**src/rtl/verification_sequencer.sv**
```systemverilog
// Write/verify sequencer: streams a loaded image into a target register file,
// optionally reads it back and counts mismatches against the image.
module verification_sequencer #(
  parameter int ADDRESS_SIZE = 6,
  parameter int DATA_SIZE    = 8,
  parameter int LOCATIONS    = 49,
  parameter int READ_LATENCY = 1,
  parameter int ERR_SIZE     = 8
) (
  input  logic                    i_clk,
  input  logic                    i_reset_n,
  input  logic                    i_load_en,
  input  logic [ADDRESS_SIZE-1:0] i_load_addr,
  input  logic [DATA_SIZE-1:0]    i_load_data,
  input  logic                    i_start,
  input  logic [1:0]              i_mode,
  input  logic                    i_abort,
  input  logic [DATA_SIZE-1:0]    i_rdata,
  output logic [ADDRESS_SIZE-1:0] o_address,
  output logic [DATA_SIZE-1:0]    o_data,
  output logic                    o_write_en,
  output logic                    o_read_en,
  output logic                    o_busy,
  output logic                    o_done,
  output logic                    o_aborted,
  output logic                    o_pass,
  output logic [ERR_SIZE-1:0]     o_error_count,
  output logic [ADDRESS_SIZE-1:0] o_first_error_addr
);

  typedef enum logic [2:0] {IDLE, WRITE, READ, DRAIN, DONE} state_t;

  localparam logic [ADDRESS_SIZE-1:0] LAST_ADDR = ADDRESS_SIZE'(LOCATIONS - 1);
  localparam logic [ADDRESS_SIZE:0]   LOC_LIMIT = (ADDRESS_SIZE + 1)'(LOCATIONS);

  state_t                  state_q, state_d;
  logic [1:0]              mode_q, mode_d;
  logic                    write_en_q, write_en_d;
  logic                    read_en_q, read_en_d;
  logic [ADDRESS_SIZE-1:0] addr_q, addr_d;
  logic                    busy_q, busy_d;
  logic                    done_q, done_d;
  logic                    aborted_q, aborted_d;
  logic                    pass_q, pass_d;
  logic [ERR_SIZE-1:0]     err_q, err_d;
  logic [ADDRESS_SIZE-1:0] first_q, first_d;
  logic                    seen_q, seen_d;

  logic [DATA_SIZE-1:0]    image_mem [LOCATIONS];
  logic [ADDRESS_SIZE-1:0] rd_addr;
  logic [DATA_SIZE-1:0]    img_rd_q;

  logic [READ_LATENCY-1:0] vld_q, vld_d;
  logic [ADDRESS_SIZE-1:0] paddr_q [READ_LATENCY];
  logic [ADDRESS_SIZE-1:0] paddr_d [READ_LATENCY];
  logic [DATA_SIZE-1:0]    pexp_q  [READ_LATENCY];
  logic [DATA_SIZE-1:0]    pexp_d  [READ_LATENCY];

  logic flush;
  logic pending;
  logic mismatch;

  // Single read port feeds both the write data path and the expected-data pipeline.
  always_ff @(posedge i_clk) begin
    if (i_load_en && !busy_q && ({1'b0, i_load_addr} < LOC_LIMIT)) begin
      image_mem[i_load_addr] <= i_load_data;
    end
    img_rd_q <= image_mem[rd_addr];
  end

  assign flush = i_abort && busy_q;

  genvar gi;
  generate
    for (gi = 0; gi < READ_LATENCY; gi++) begin : g_pipe
      if (gi == 0) begin : g_head
        assign vld_d[gi]   = read_en_q && !flush;
        assign paddr_d[gi] = addr_q;
        assign pexp_d[gi]  = img_rd_q;
      end else begin : g_tail
        assign vld_d[gi]   = vld_q[gi-1] && !flush;
        assign paddr_d[gi] = paddr_q[gi-1];
        assign pexp_d[gi]  = pexp_q[gi-1];
      end
    end
    if (READ_LATENCY > 1) begin : g_pend
      assign pending = |vld_q[READ_LATENCY-2:0];
    end else begin : g_nopend
      assign pending = 1'b0;
    end
  endgenerate

  assign mismatch = vld_q[READ_LATENCY-1] && !flush &&
                    (i_rdata != pexp_q[READ_LATENCY-1]);

  always_comb begin
    state_d    = state_q;
    mode_d     = mode_q;
    write_en_d = 1'b0;
    read_en_d  = 1'b0;
    addr_d     = '0;
    rd_addr    = '0;
    done_d     = 1'b0;
    aborted_d  = 1'b0;
    pass_d     = pass_q;
    err_d      = err_q;
    first_d    = first_q;
    seen_d     = seen_q;

    if (mismatch) begin
      if (err_q != '1) err_d = err_q + 1'b1;
      if (!seen_q) begin
        seen_d  = 1'b1;
        first_d = paddr_q[READ_LATENCY-1];
      end
    end

    case (state_q)
      IDLE: begin
        if (i_start) begin
          mode_d  = i_mode;
          pass_d  = 1'b0;
          err_d   = '0;
          first_d = '0;
          seen_d  = 1'b0;
          if (i_mode == 2'b10) begin
            state_d   = READ;
            read_en_d = 1'b1;
          end else begin
            state_d    = WRITE;
            write_en_d = 1'b1;
          end
        end
      end
      WRITE: begin
        if (i_abort) begin
          state_d   = IDLE;
          aborted_d = 1'b1;
        end else if (addr_q == LAST_ADDR) begin
          if (mode_q == 2'b01) begin
            state_d = DONE;
            done_d  = 1'b1;
            pass_d  = 1'b1;
          end else begin
            state_d   = READ;
            read_en_d = 1'b1;
          end
        end else begin
          write_en_d = 1'b1;
          addr_d     = addr_q + 1'b1;
          rd_addr    = addr_q + 1'b1;
        end
      end
      READ: begin
        if (i_abort) begin
          state_d   = IDLE;
          aborted_d = 1'b1;
        end else if (addr_q == LAST_ADDR) begin
          state_d = DRAIN;
        end else begin
          read_en_d = 1'b1;
          addr_d    = addr_q + 1'b1;
          rd_addr   = addr_q + 1'b1;
        end
      end
      DRAIN: begin
        // Leave once only the final stage remains; its compare lands this cycle.
        if (i_abort) begin
          state_d   = IDLE;
          aborted_d = 1'b1;
        end else if (!pending) begin
          state_d = DONE;
          done_d  = 1'b1;
          pass_d  = (err_d == '0);
        end
      end
      DONE:    state_d = IDLE;
      default: state_d = IDLE;
    endcase

    busy_d = (state_d == WRITE) || (state_d == READ) || (state_d == DRAIN);
  end

  always_ff @(posedge i_clk or negedge i_reset_n) begin
    if (!i_reset_n) begin
      state_q    <= IDLE;
      mode_q     <= 2'b00;
      write_en_q <= 1'b0;
      read_en_q  <= 1'b0;
      addr_q     <= '0;
      busy_q     <= 1'b0;
      done_q     <= 1'b0;
      aborted_q  <= 1'b0;
      pass_q     <= 1'b0;
      err_q      <= '0;
      first_q    <= '0;
      seen_q     <= 1'b0;
    end else begin
      state_q    <= state_d;
      mode_q     <= mode_d;
      write_en_q <= write_en_d;
      read_en_q  <= read_en_d;
      addr_q     <= addr_d;
      busy_q     <= busy_d;
      done_q     <= done_d;
      aborted_q  <= aborted_d;
      pass_q     <= pass_d;
      err_q      <= err_d;
      first_q    <= first_d;
      seen_q     <= seen_d;
    end
  end

  always_ff @(posedge i_clk or negedge i_reset_n) begin
    if (!i_reset_n) begin
      vld_q <= '0;
      for (int i = 0; i < READ_LATENCY; i++) begin
        paddr_q[i] <= '0;
        pexp_q[i]  <= '0;
      end
    end else begin
      vld_q <= vld_d;
      for (int i = 0; i < READ_LATENCY; i++) begin
        paddr_q[i] <= paddr_d[i];
        pexp_q[i]  <= pexp_d[i];
      end
    end
  end

  assign o_address          = addr_q;
  assign o_data             = write_en_q ? img_rd_q : '0;
  assign o_write_en         = write_en_q;
  assign o_read_en          = read_en_q;
  assign o_busy             = busy_q;
  assign o_done             = done_q;
  assign o_aborted          = aborted_q;
  assign o_pass             = pass_q;
  assign o_error_count      = err_q;
  assign o_first_error_addr = first_q;

endmodule

```
**config.mk**
```make
export PLATFORM = sky130hd
export DESIGN_NAME = verification_sequencer
export DESIGN_NICKNAME = d
export VERILOG_FILES = /design/src/rtl/verification_sequencer.sv
export SDC_FILE = /design/constraint.sdc
export NUM_CORES = 1
export LEC_CHECK = 0
export ABC_CLOCK_PERIOD_IN_PS = 8119
export CORE_MARGIN = 8
export CORE_UTILIZATION = 44
export DETAILED_ROUTE_END_ITERATION = 10
export DONT_BUFFER_PORTS = 1
export GPL_TIMING_DRIVEN = 0
export HOLD_SLACK_MARGIN = 0.15
export PLACE_DENSITY_LB_ADDON = 0.25
export SKIP_LAST_GASP = 1
export SLEW_MARGIN = 20
export SYNTH_ARGS = -nofsm -noshare
export SYNTH_HDL_FRONTEND = slang
export SYNTH_SLANG_ARGS = --single-unit
```
**constraint.sdc**
```tcl
create_clock -name i_clk -period 8.12 [get_ports i_clk]
set_clock_uncertainty 0.15 [all_clocks]
set_input_delay 2.03 -clock i_clk [delete_from_list [all_inputs] [get_ports i_clk]]
set_output_delay 2.03 -clock i_clk [all_outputs]
set_load 0.02 [all_outputs]
```
Yosys cells after proc, flatten, opt, wreduce, memory -nomap -nowiden
Memory sizes are Yosys's and may differ from the RTL's. A register that Yosys moved wholly into a read port is not among the register bits. Cells that the tools add are included.

Bits of input ports: 29. Output and inout port bits: 34. RAM bits: 392. Logic and storage cells: 102. Register bits after elaboration: 47. Memories: 1.

Order comparisons: 1. Mux-type cells: 50. Add/sub/neg operators: 2. Reductions and logical operators: 17. Equality and inequality tests: 16.

Memories: image_mem (words 49, bits a word 8, rd ports 1, clocked after memory_dff 1, wr ports 1, line 49) `logic [DATA_SIZE-1:0] image_mem [LOCATIONS];`.

Operators with widths (count): $mux 6 (7); $mux 8 (5); $mux 1 (25); $mux 3 (7); $eq 3x2->1 const B (4); $pmux 3 s4 (1); $ne 2x2->1 const B (5); $add 8x1->8 const B (1); $logic_not 8->1 (1); $ne 8x8->1 (1); $ne 8x8->1 const B (1); $add 6x1->6 const B (1); $eq 3x1->1 const B (2); $eq 6x6->1 const B (1); $logic_and 1x1->1 (6); $lt 6x6->1 const B (1); $pmux 1 s3 (2); $reduce_and 6->1 (1); $pmux 1 s2 (2); $logic_not 3->1 (1); $reduce_bool 3->1 (1); $reduce_or 3->1 (1); $eq 2x1->1 const B (1); $eq 2x2->1 const B (1); other kinds (5) (7).

Longest topological paths before layout
Word-level depth: 8. Depth in mapped cells: 13. Mapped depth without buffers: 10.

Worst setup path before layout
No wires, ideal clock.

Path type: input to register. Start: input port i_abort. End: register img_rd_q[3], read port of image_mem. Path buffers: 2. Library setup time: 116 ps. Arrival time: 3619 ps. Stages on the path: 9. Required time: 7854 ps. Path slack: 4235 ps. Cell sequence: nor2_1 > clkbuf_1 > nand3_2 > nand3_1 > clkbuf_1 > a21oi_1 > nor4b_1 > nor3_1 > a31o_2.

Cells in the longest elaborated chain, start to end: 2.

Ends and longest elaborated chain: start: declaration (line 17) `input logic i_abort,`; $mux 6 (line 155) `if (i_abort) begin`; $mux 6; end: declaration (line 51) `logic [DATA_SIZE-1:0] img_rd_q;`.

No other way between the ends. A chain may end at the register's enable or synchronous reset.

Final worst setup path
Start: input port i_abort. End: register img_rd_q[1], read port of image_mem.

The elaborated chain is that of the path after synthesis.

==> results.sh <==
export IMPL_ioPinCount=63
export IMPL_grt_max_degree=50
export IMPL_syn_area_um2=18000
export IMPL_die_h_um=218
export IMPL_whs_endpoint="pexp_q[1]"
export IMPL_core_area_um2=40600
export IMPL_drc_errors=0
export IMPL_grt_ovfl_total=0
export IMPL_syn_inst=1365
export IMPL_grt_antenna_before_repair=1
export IMPL_synth_enable_flop_cells=392
export IMPL_p_seq_frac=0.496
export IMPL_whs_ns=0.202
export IMPL_slowest_delay_ns=0.62
export IMPL_comb_power_share=0.099
export IMPL_start_kind="input port"
export IMPL_outcome="completed"
export IMPL_cap_viol_max_count=0
export IMPL_routed_wirelength_um=49400
export IMPL_rsz0062_at_grt="false"
export IMPL_reg2regPathDepth=9
export IMPL_routedWlPerCell_um=24.9
export IMPL_grt_pass1_wl_um=71700
export IMPL_r2r_start="o_address[0]"
export IMPL_cts_tree="built"
export IMPL_path_cells="nor2_1, clkbuf_1, nand3_2, nor2_2, nand2_1, o221a_2, a31oi_1, a31o_2"
export IMPL_hold_path_startpoint="img_rd_q[1]"
export IMPL_internal_power_mw=3.94
export IMPL_ys_ff_latch=447
export IMPL_nets=1447
export IMPL_min_delay_path_depth=0
export IMPL_dieArea_um2=47600
export IMPL_yosys_warnings=0
export IMPL_clock_latency_ns=0.59
export IMPL_finalHoldViolCount=0
export IMPL_crit_required_ns=8.48
export IMPL_cts_resized=0
export IMPL_drtIter0Drc=1262
export IMPL_synth_distinct_cells=67
export IMPL_place_hpwl_um=32100
export IMPL_yosys_area_top_type="edfxtp_1"
export IMPL_async_reset_ff_frac=0.105
export IMPL_tns_ns=0
export IMPL_setup_violations=0
export IMPL_initial_core_util=0.444
export IMPL_cts_sinks=447
export IMPL_p_clk_frac=0.406
export IMPL_crit_arrival_ns=5.14
export IMPL_htreeDepth=2
export IMPL_yosys_area_top_type_share=0.654
export IMPL_critPathMaxFanout=10
export IMPL_drive_gt1_frac=0.0820
export IMPL_cts_inserted_buffers=47
export IMPL_power_switching_mw=1.28
export IMPL_n_antenna_cell=0
export IMPL_syn_to_final_growth_pct=12.1
export IMPL_worstSetupPathType="in2reg"
export IMPL_ctsLongestPathBuffers=3
export IMPL_avgSynthCellArea_um2=13.2
export IMPL_path_clk_slew_ns=0.05
export IMPL_worst_ir_drop_vdd_mv=0.168
export IMPL_die_x_um=218
export IMPL_hold_buffers=0
export IMPL_num_vias=11581
export IMPL_synth_ff_type="edfxtp_1"
export IMPL_slew_viol_final=0
export IMPL_r2r_setup_slack_ns=3.67
export IMPL_endpoint_kind="register"
export IMPL_synth_seq_area_share=0.729
export IMPL_critical_path_startpoint="i_abort"
export IMPL_cts_setup_buffers=0
export IMPL_leakagePower_nw=7.11
export IMPL_antenna_left=0
export IMPL_cp_slowest_cell="nor2_2"
export IMPL_tightest_slew_ns=1.05
export IMPL_slew_headroom=0.300
export IMPL_switching_share=0.245
export IMPL_grt_pass1_vias=11117
export IMPL_fin_crit_ns=4.79
export IMPL_root_buffer="clkbuf_16"
export IMPL_vias_per_cell=5.84
export IMPL_fin_crit_sh=0.589
export IMPL_gp_congestion=0.865
export IMPL_hp_class="reg2reg"
export IMPL_r2r_end="img_rd_q[1]"
export IMPL_num_rows=74
export IMPL_fmax_ghz=0.209
export IMPL_synthTopCellsByArea="edfxtp_1 (65%), dfrtp_1 (6.5%), nand2_1 (6.4%), nand3_1 (3.3%), mux2i_1 (3.3%)"
export IMPL_syn_nets=1397
export IMPL_power_density_nw_per_um2=259
export IMPL_grt_usage=0.204
export IMPL_portBuffers=0
export IMPL_drt_first_pass_iters=6
per-stage QoR:
stage	instance area [um2]	worst slack [ns]	util	instances	total power, mW
final	20200	3.33	0.497	1984	5.22
after CTS	20200	3.51	0.497	1984	5.24
after detailed placement	18700	2.90	0.460	1898	3.15
after global placement	18700	2.83	0.460	1897	3.14
after global routing	20200	3.26	0.497	1984	5.37
after floorplan	18000	4.23	-	1365	2.96
per-layer routing:
metal	up-vias	routed length (um)	track usage
met4	2	1570	0.0748
li1	5147	-	-
met1	5722	19700	0.266
met5	-	13	0
met3	108	5240	0.0582
met2	602	22800	0.321
cells in the final DEF (no fill, tap or decap), types with 4 or more instances in the layout:
cell type	n
nor3_1	12
nor2_1	77
mux2i_1	59
a211oi_1	4
inv_1	7
nand3_1	120
buf_2	22
nand4_1	11
clkbuf_1	52
nand2_1	308
bufinv_16	4
dfxtp_1	8
o221a_2	7
o22ai_1	9
o21ai_0	30
or3_1	5
and2_1	10
nor2b_1	7
nand3b_1	4
nor4_1	4
a21oi_1	49
clkbuf_16	48
nor4b_1	7
clkinv_1	8
and3_1	10
edfxtp_1	392
buf_1	5
xor2_1	12
o221ai_1	8
dfrtp_1	47
a31o_2	4
a31oi_1	31
mux2_2	4
power by group through the flow:
stage	Clock [mW]	Sequential, mW	Combinational (mW)
2_1_floorplan	0	2.62	0.340
3_3_place_gp	0	2.63	0.504
3_5_place_dp	0	2.64	0.509
4_1_cts	2.14	2.59	0.512
5_1_grt	2.22	2.59	0.556
6_report	2.12	2.59	0.515
cells by family (layout without fill, tap and decap cells):
family	Yosys count	after routing	share of synthesized area
multiplexers	64	64	0.0366
AO/OA/AOI/OAI	167	167	0.0593
buffers and inverters	75	162	0.0185
XOR/XNOR	14	14	0.00723
adder cells (fa/ha/maj)	3	3	0.00209
AND/OR/NAND/NOR	595	595	0.148
flip-flops	447	447	0.729
Yosys cell counts, types with 8 or more instances:
cell type and n:
edfxtp_1 392, nand2_1 308, nand3_1 120, nor2_1 77, mux2i_1 59, a21oi_1 49
dfrtp_1 47, clkbuf_1 33, a31oi_1 31, o21ai_0 30, buf_2 22, nor3_1 13
xor2_1 12, nand4_1 11, and2_1 10, and3_1 10, o22ai_1 9, dfxtp_1 8
o221ai_1 8
cell type report:
cell class                 instances  area, um2
tap                              532        666
timing repair buffer               1       7.51
fill                            3480      20400
sequential                       447      13100
inverter                          11       42.5
clock inverter                    16        190
clock buffer                      70       1310
buffer                            64        290
multi-input combinational        843       4550
flip-flops by register name, indices dropped and copies added, names as in the netlist:
name and flops:
o_read_en 1, o_error_count 8, o_busy 1, pexp_q 8, paddr_q 6, o_write_en 1
o_aborted 1, mode_q 2, o_done 1, o_pass 1, seen_q 1, o_address 6
vld_q 1, o_first_error_addr 6, state_q 3, image_mem 392, img_rd_q 8
worst max-delay path, delay by kind of cell:
family          cells  cell delay, ns
compound gates      3            1.14
simple gates        4            1.49
buf+inv             1            0.47
worst max path at each step:
stage                       end  slack, ns
floorplan           img_rd_q[3]       4.23
global placement    img_rd_q[6]       2.83
detailed placement  img_rd_q[1]       2.90
CTS                 img_rd_q[1]       3.51
global route        img_rd_q[1]       3.26
finish              img_rd_q[1]       3.33
Note: power is estimated with default switching activity, not from simulation.
